### config.mk
export PLATFORM = sky130hd
export DESIGN_NAME = fetch_pc
export DESIGN_NICKNAME = d
export VERILOG_FILES = /design/src/rtl/fetch_pc.sv
export SDC_FILE = /design/constraint.sdc
export NUM_CORES = 1
export LEC_CHECK = 0
export ABC_CLOCK_PERIOD_IN_PS = 1980
export BUFFER_PORTS_ARGS = -buffer_cell sky130_fd_sc_hd__buf_2
export CORE_MARGIN = 1.5
export CORE_UTILIZATION = 45
export DETAILED_ROUTE_END_ITERATION = 7
export PLACE_DENSITY = 0.78
export SETUP_SLACK_MARGIN = 0.4
export SLEW_MARGIN = 20
export SYNTH_ARGS = -nofsm -noshare
export SYNTH_HDL_FRONTEND = slang
export SYNTH_SLANG_ARGS = --single-unit
### constraint.sdc
create_clock -name clk -period 1.98 [get_ports clk]
set_input_delay 0 -clock clk [delete_from_list [all_inputs] [get_ports clk]]
set_output_delay 0 -clock clk [all_outputs]
set_load 0.1 [all_outputs]
### src/rtl/fetch_pc.sv
// Fetch-stage program counter: selects the next fetch address from exception,
// eret, stall, branch and jump sources; flags AdEL and delay-slot fetches.
module fetch_pc #(
  parameter logic [31:0] RESET_PC   = 32'h0000_3000,
  parameter logic [31:0] HANDLER_PC = 32'h0000_4180,
  parameter logic [31:0] IM_BASE    = 32'h0000_3000,
  parameter logic [31:0] IM_END     = 32'h0000_6FFF
) (
  input  logic        clk,
  input  logic        reset,
  input  logic        stall,
  input  logic [2:0]  npcOp,
  input  logic        branchEn,
  input  logic [31:0] pcD,
  input  logic [15:0] imm16,
  input  logic [25:0] instrIndex,
  input  logic [31:0] regTarget,
  input  logic        excReq,
  input  logic        eretReq,
  input  logic [31:0] epc,
  output logic [31:0] pcF,
  output logic        bdF,
  output logic [4:0]  excCodeF,
  output logic        flushD
);

  localparam int unsigned AW  = 32;
  localparam int unsigned ECW = 5;

  localparam logic [2:0] OP_BRANCH = 3'd1;
  localparam logic [2:0] OP_JUMP   = 3'd2;
  localparam logic [2:0] OP_JREG   = 3'd3;

  localparam logic [ECW-1:0] EXC_ADEL = ECW'(4);
  localparam logic [ECW-1:0] EXC_NONE = ECW'(0);

  logic [AW-1:0] pc_q;
  logic [AW-1:0] pc_d;
  logic [AW-1:0] seq_pc;
  logic [AW-1:0] br_target;
  logic [AW-1:0] j_target;
  logic          is_ctrl;
  logic          adel;

  assign seq_pc    = pc_q + AW'(4);
  assign br_target = pcD + AW'(4) + {{14{imm16[15]}}, imm16, 2'b00};
  assign j_target  = {pcD[31:28], instrIndex, 2'b00};
  assign is_ctrl   = (npcOp == OP_BRANCH) || (npcOp == OP_JUMP) || (npcOp == OP_JREG);

  // Next-PC priority: exception > eret > stall > branch/jump > sequential
  always_comb begin
    pc_d = seq_pc;
    if (excReq) begin
      pc_d = HANDLER_PC;
    end else if (eretReq) begin
      pc_d = epc;
    end else if (stall) begin
      pc_d = pc_q;
    end else begin
      unique case (npcOp)
        OP_BRANCH: pc_d = branchEn ? br_target : seq_pc;
        OP_JUMP:   pc_d = j_target;
        OP_JREG:   pc_d = regTarget;
        default:   pc_d = seq_pc;
      endcase
    end
  end

  always_ff @(posedge clk or negedge reset) begin
    if (!reset) begin
      pc_q <= RESET_PC;
    end else begin
      pc_q <= pc_d;
    end
  end

  // Delay slot always executes, so bdF ignores branchEn
  assign bdF = is_ctrl && !stall && !excReq && !eretReq;

  // eret has no delay slot; on exceptions CP0 performs its own flush
  assign flushD = eretReq && !excReq;

  assign adel     = (pc_q[1:0] != 2'b00) || (pc_q < IM_BASE) || (pc_q > IM_END);
  assign excCodeF = adel ? EXC_ADEL : EXC_NONE;
  assign pcF      = pc_q;

endmodule

==> results of run 1 <==
[what timing repair did]
item / CTS / global route
setup buffers: 7 / 13
pin swaps: 34 / 63
resized for setup: 42 / 101
endpoints found under the setup margin: 28 / 31
endpoints found under the hold margin: 32 / 0
hold buffers: 3 / 0
[worst register-to-register path: cells and delay by family (launching register included)]
family | cells | cell delay [ns]
simple gates | 5 | 0.99
xor+xnor | 1 | 0.16
flops | 1 | 0.41
compound gates | 2 | 0.47
[logic make-up (layout without fill, tap and decap cells)]
kind of cell    Yosys count  in the layout  synth area share [%]
buf+inv                  48            360                  4.44
fa+ha+maj                59             59                  16.2
compound gates          225            225                  33.6
flops                    32             32                  17.5
other cells               1              5                0.0817
xor+xnor                 44             44                  8.40
simple gates            189            189                  19.7
[metal layers]
metal,up-vias,global-route usage (%),routed length [um]
met3,94,4.82,2000
li1,2910,-,-
met1,3044,42.1,8170
met5,-,0,0
met4,0,13.2,930
met2,450,56.3,10000
[cells in the final DEF, fill, tap and decap left out, types with 16 or more instances in the layout]
cell	count
buf_2	173
buf_4	141
nor2_1	48
a21oi_1	43
nand2_1	42
ha_4	31
ha_1	26
a22oi_1	22
xnor2_1	20
o21ai_0	18
buf_6	17
dfrtp_2	16
[metrics by stage]
| step | area (um^2) | hold WS, ns | TNS, ns |
|---|---|---|---|
| after CTS | 7200 | 0.00204 | -6.42 |
| after detailed placement | 6810 | 0.113 | -14.78 |
| after floorplan | 4870 | -0.296 | -5.15 |
| after global routing | 7930 | 0.0342 | -10.55 |
| final | 7930 | -0.00355 | -8.37 |
| after global placement | 6810 | 0.0941 | -12.77 |
[layout make-up]
type,count,area (um^2)
diodes,1,2.50
clock buffers,6,72.6
clock inverters,2,35.0
fillers,635,1890
inverters,14,52.6
multi-input cells,521,4510
flip-flops and latches,32,865
well taps,133,166
repair buffers,338,2230
[where the power goes]
group | internal (W) | leakage [nW] | switching (W)
Sequential | 0.000731 | 0.374 | 0.0000722
Combinational | 0.00118 | 3.21 | 0.00165
Clock | 0.000374 | 0.0552 | 0.000274
Total | 0.00228 | 3.64 | 0.00200
[final timing paths]
check | depth (start not counted) | from | slack (ns) | endpoint
min in group asynchronous | 2 | reset | 0.32 | pcF[16]
max in group asynchronous | 2 | reset | 1.08 | pcF[8]
worst max-delay path | 16 | imm16[1] | -0.69 | pcF[25]
worst min-delay path | 3 | epc[1] | -0.004 | pcF[1]
worst max register to register | 8 | pcF[9] | -0.15 | pcF[25]
worst min register to register | 2 | pcF[1] | 0.59 | pcF[1]
==> impl_metrics.ini, run 1 <==
[outcome]
status = complete, but fails checks
violations = negative hold slack, negative setup slack

[floorplanning]
dieArea_um2 = 10800
coreArea_um2 = 9820
ios = 186
start_util_pct = 46.7
std_cell_rows = 36
die_y_um = 104
die_x_um = 104

[global_route]
antenna_found_initial = 1
gr-usage-all-layers_pct = 33.1
grt_pass1_wl_um = 29400
grt_pass1_vias = 6018
grt_max_degree = 33
overflow = 0

[worst_setup_path]
worstPathCellList = buf_6 > ha_4 > ha_4 > inv_2 > fa_2 > and2b_2 > o2111ai_4 > a31oi_4 > buf_6 > a31oi_4 > o41a_1 > buf_4 > o21ai_2 > a21oi_2 > nor3_1 > nor3_1
start_kind = input port
cp_slowest_cell = o41a_1
path_delay_family = compound AO/OA/AOI/OAI gates
crit_buf_inv = 4
cp-end-kind = flop
worstPathMaxFanout = 3
slowest_delay_ns = 0.41
arrival_ns = 2.84
cp.required_ns = 2.15
path_class = in -> reg

[yosys]
seq_area_frac_synth_pct = 17.5
yosys-top-cells-count = a21oi_1, nor2_1, ha_1, nand2_1, o21ai_0
syn_inst = 598
yosysTopAreaCell = dfrtp_1
synth.top_cells.by_area = dfrtp_1, ha_1, a21oi_1, xnor2_1, nor2_1
synth-edff-count = 0
async_reset_ff_share_pct = 100
ys_types = 65
syn_area_per_cell_um2 = 7.67
syn_area_um2 = 4590
synth_top_area_share_pct = 16.4
synth-seq-cells = 32
synthFlopType = dfrtp_1
ys_warn_count = 0

[pwr]
total_power_w = 0.00428
ir_drop_v = 0.000369
p_per_area_nw_per_um2 = 540
p_leak_nw = 3.64

[finish]
area_growth_pct = 72.8
largest_reg_flops = 32
drive_gt1_share_pct = 54.4
fin_cells = 1047
final_util_pct = 80.8
final_nets = 1118

[placed_design]
placement.io_buffers = 181
globalplace.congestion = 0.988
dp_hpwl_um = 14400
pre_cts_slack_ns = -0.906
place_inst = 1015

[clocking]
cts_num_sinks = 32
cts_tree = done
clockRootBuffer = clkbuf_8
path_clk_slew_ns = 0.08
insertion_delay_ns = 0.30
htree_num_levels = 2
numCtsBuffers = 5
cts_buffer_depth = 2

[timing]
tightestPinTransition_ns = 0.785
setup_ws_ns = -0.686
rsz0062_at_grt = yes
fin_crit_sh_pct = 135
period_minus_slack_ns = 2.67
skew_ns = 0.00958
hold_ws_ns = -0.00355
hold_viol_final = 1
timing.slew.headroom_pct = 47.6
finalSetupViolations = 23
max_freq_mhz = 375
slew_violations = 0

[route]
via_per_inst = 6.21
drc = 0
routed_wl_um = 21100
drtIter0Drc = 592
vias = 6498
drtAntennaViolNets = 0
first_pass_iters = 8
wl_per_cell_um = 20.2

[hold_path]
hold_class = in -> reg

[flow_run]
cap_violations = 0
Power figures use the tool's default switching activity.
==> run 2, diff against run 1 <==
--- a/config.mk
+++ b/config.mk
@@ -5,12 +5,13 @@
 export SDC_FILE = /design/constraint.sdc
 export NUM_CORES = 1
 export LEC_CHECK = 0
+export ABC_AREA = 1
 export ABC_CLOCK_PERIOD_IN_PS = 1980
 export BUFFER_PORTS_ARGS = -buffer_cell sky130_fd_sc_hd__buf_2
 export CORE_MARGIN = 1.5
-export CORE_UTILIZATION = 45
+export CORE_UTILIZATION = 48
 export DETAILED_ROUTE_END_ITERATION = 7
-export PLACE_DENSITY = 0.78
+export PLACE_DENSITY = 0.8
 export SETUP_SLACK_MARGIN = 0.4
 export SLEW_MARGIN = 20
 export SYNTH_ARGS = -nofsm -noshare
==> run 2 against run 1 <==
The run ends with negative hold slack left. Synthesized area is 21% higher. Critical path depth is 8 lower. Clock power is 29% higher. Non-clock buffer count is 55 lower. Largest power group unchanged. Highest routed layer unchanged.
==> impl_metrics.ini, run 2 <==
[floorplanning]
die_y_um = 110
die_x_um = 110
dieArea_um2 = 12200
std_cell_rows = 39
ios = 186
coreArea_um2 = 11300
start_util_pct = 48.9

[timing]
max_freq_mhz = 521
hold_viol_final = 1
tightestPinTransition_ns = 0.774
timing.slew.headroom_pct = 48.4
slew_violations = 0
period_minus_slack_ns = 1.92
rsz0062_at_grt = yes
fin_crit_sh_pct = 97.0
finalSetupViolations = 0
skew_ns = 0.00444
hold_ws_ns = -0.000318

[yosys]
yosys-top-cells-count = nand2_1, inv_1, nor2_1, a21oi_1, nand3_1
yosysMostFrequentCell = nand2_1
ys_types = 52
synth_top_area_share_pct = 18.3
synthFlopType = dfrtp_1
async_reset_ff_share_pct = 100
syn_inst = 935
ys_warn_count = 0
synth-edff-count = 0
seq_area_frac_synth_pct = 14.5
syn_area_per_cell_um2 = 5.92
synth.top_cells.by_area = nand2_1, dfrtp_1, ha_1, inv_1, a21oi_1
syn_area_um2 = 5540
synth-seq-cells = 32
yosysTopAreaCell = nand2_1

[pwr]
total_power_w = 0.00440
ir_drop_v = 0.000510
p_leak_nw = 4.32
p_per_area_nw_per_um2 = 515

[finish]
design_area_um2 = 8540
area_growth_pct = 54.2
regArea_um2 = 890
final_cell_mix = nand2_1, buf_2, inv_1
drive_gt1_share_pct = 40.8
largest_reg_flops = 32
final_common_cell = nand2_1
final_nets = 1409
multiInputGateArea_um2 = 5020
fin_cells = 1348
fillers = 885

[clocking]
numCtsBuffers = 5
path_clk_slew_ns = 0.06
cts_num_sinks = 32
cts_buffer_depth = 2
clockRootBuffer = clkbuf_16
insertion_delay_ns = 0.29
cts_tree = done
htree_num_levels = 2

[global_route]
overflow = 0
grt_pass1_wl_um = 32900
grt_pass1_vias = 6951
antenna_found_initial = 1
gr-usage-all-layers_pct = 32.9
grt_max_degree = 33

[outcome]
status = complete, but fails checks
violations = negative hold slack

[flow_run]
cap_violations = 0

[route]
vias = 7772
wl_per_cell_um = 17.2
drc = 0
drtAntennaViolNets = 0
via_per_inst = 5.77
first_pass_iters = 8
routed_wl_um = 23200
drtIter0Drc = 710

[worst_setup_path]
cp.required_ns = 2.15
start_kind = flop
cp-end-kind = flop
path_class = reg -> reg
arrival_ns = 2.09
worstPathMaxFanout = 4

[hold_path]
hold_class = in -> reg

[placed_design]
dpl_cell_area_um2 = 7190
globalplace.congestion = 0.977
dp_hpwl_um = 16000
place_inst = 1298
placement.io_buffers = 181
-- run 2: cell count changes after synthesis, sizes merged, moves of 10 or more --
| cell | delta |
|---|---|
| nand2 | +231 |
| inv | +118 |
| nand3 | +55 |
| nor2 | +43 |
| xnor2 | -20 |
| a21o | -13 |
| and3 | -13 |
| a222oi | -12 |
| nand4 | +11 |
| o21a | -11 |
| a21oi | +10 |
| clkbuf | -10 |
-- run 2: routing by layer --
layer,part of all wire [%],track usage (%),wire [um]
met5,0,0,0
met4,3.9,14.6,907
met3,7.7,3.95,1800
met2,49,56.0,11400
met1,39,41.6,9160
-- run 2: logic make-up after synthesis --
family | Yosys count | synth area share [%]
compound gates | 171 | 18.3
buf+inv | 158 | 11.3
xor+xnor | 16 | 2.53
simple gates | 498 | 39.9
fa+ha+maj | 59 | 13.5
flops | 32 | 14.5
other cells | 1 | 0.0677
-- run 2: cell type report --
cell class              count  area share (%)
diodes                      1          0.0293
clock buffers               8            1.83
inverters                 133            5.99
multi-input cells         748            58.8
flip-flops and latches     32            10.4
well taps                 143            2.09
repair buffers            283            20.8
-- run 2: worst paths after layout --
| kind | startpoint | endpoint | slack [ns] | cells past startpoint |
|---|---|---|---|---|
| setup / recovery | pcF[12] | pcF[27] | 0.06 | 8 |
| hold / removal | epc[4] | pcF[4] | -0.0003 | 3 |
| setup reg to reg | pcF[12] | pcF[27] | 0.06 | 8 |
| hold reg to reg | pcF[0] | pcF[0] | 0.57 | 2 |
| max in group asynchronous | reset | pcF[21] | 1.07 | 2 |
| min in group asynchronous | reset | pcF[4] | 0.32 | 2 |
-- run 2: metrics by stage --
| step | util (%) | TNS, ns | setup WS [ns] |
|---|---|---|---|
| after floorplan | - | -0.00203 | -0.00203 |
| after global placement | 63.5 | -1.80 | -0.168 |
| after detailed placement | 63.5 | -2.31 | -0.216 |
| after CTS | 68.5 | 0 | 0.132 |
| after global routing | 75.4 | -0.0353 | -0.0265 |
| final | 75.4 | 0 | 0.0596 |
-- run 2: critical path: stages (launching register included) --
cell and delay [ns]:
dfstp_4 0.63, nand2_4 0.07, nor2_4 0.13, nand4_4 0.14
nor2_4 0.19, nand4_4 0.14, or2_1 0.26, a21oi_2 0.16
a21oi_1 0.08
-- run 2: power by group --
part	internal (W)	total (W)	switching, W
sequential	0.000753	0.000876	0.000122
combinational	0.000991	0.00269	0.00170
clock	0.000535	0.000833	0.000297
-- run 2: timing repair --
| item | CTS | global route |
|---|---|---|
| endpoints found under the setup margin | 24 | 27 |
| buffers inserted | 9 | 29 |
| gates cloned | 0 | 0 |
| gates resized for setup | 61 | 122 |
| hold buffers | 3 | 0 |
| hold endpoints to repair | 32 | 0 |
| pin swaps | 18 | 53 |
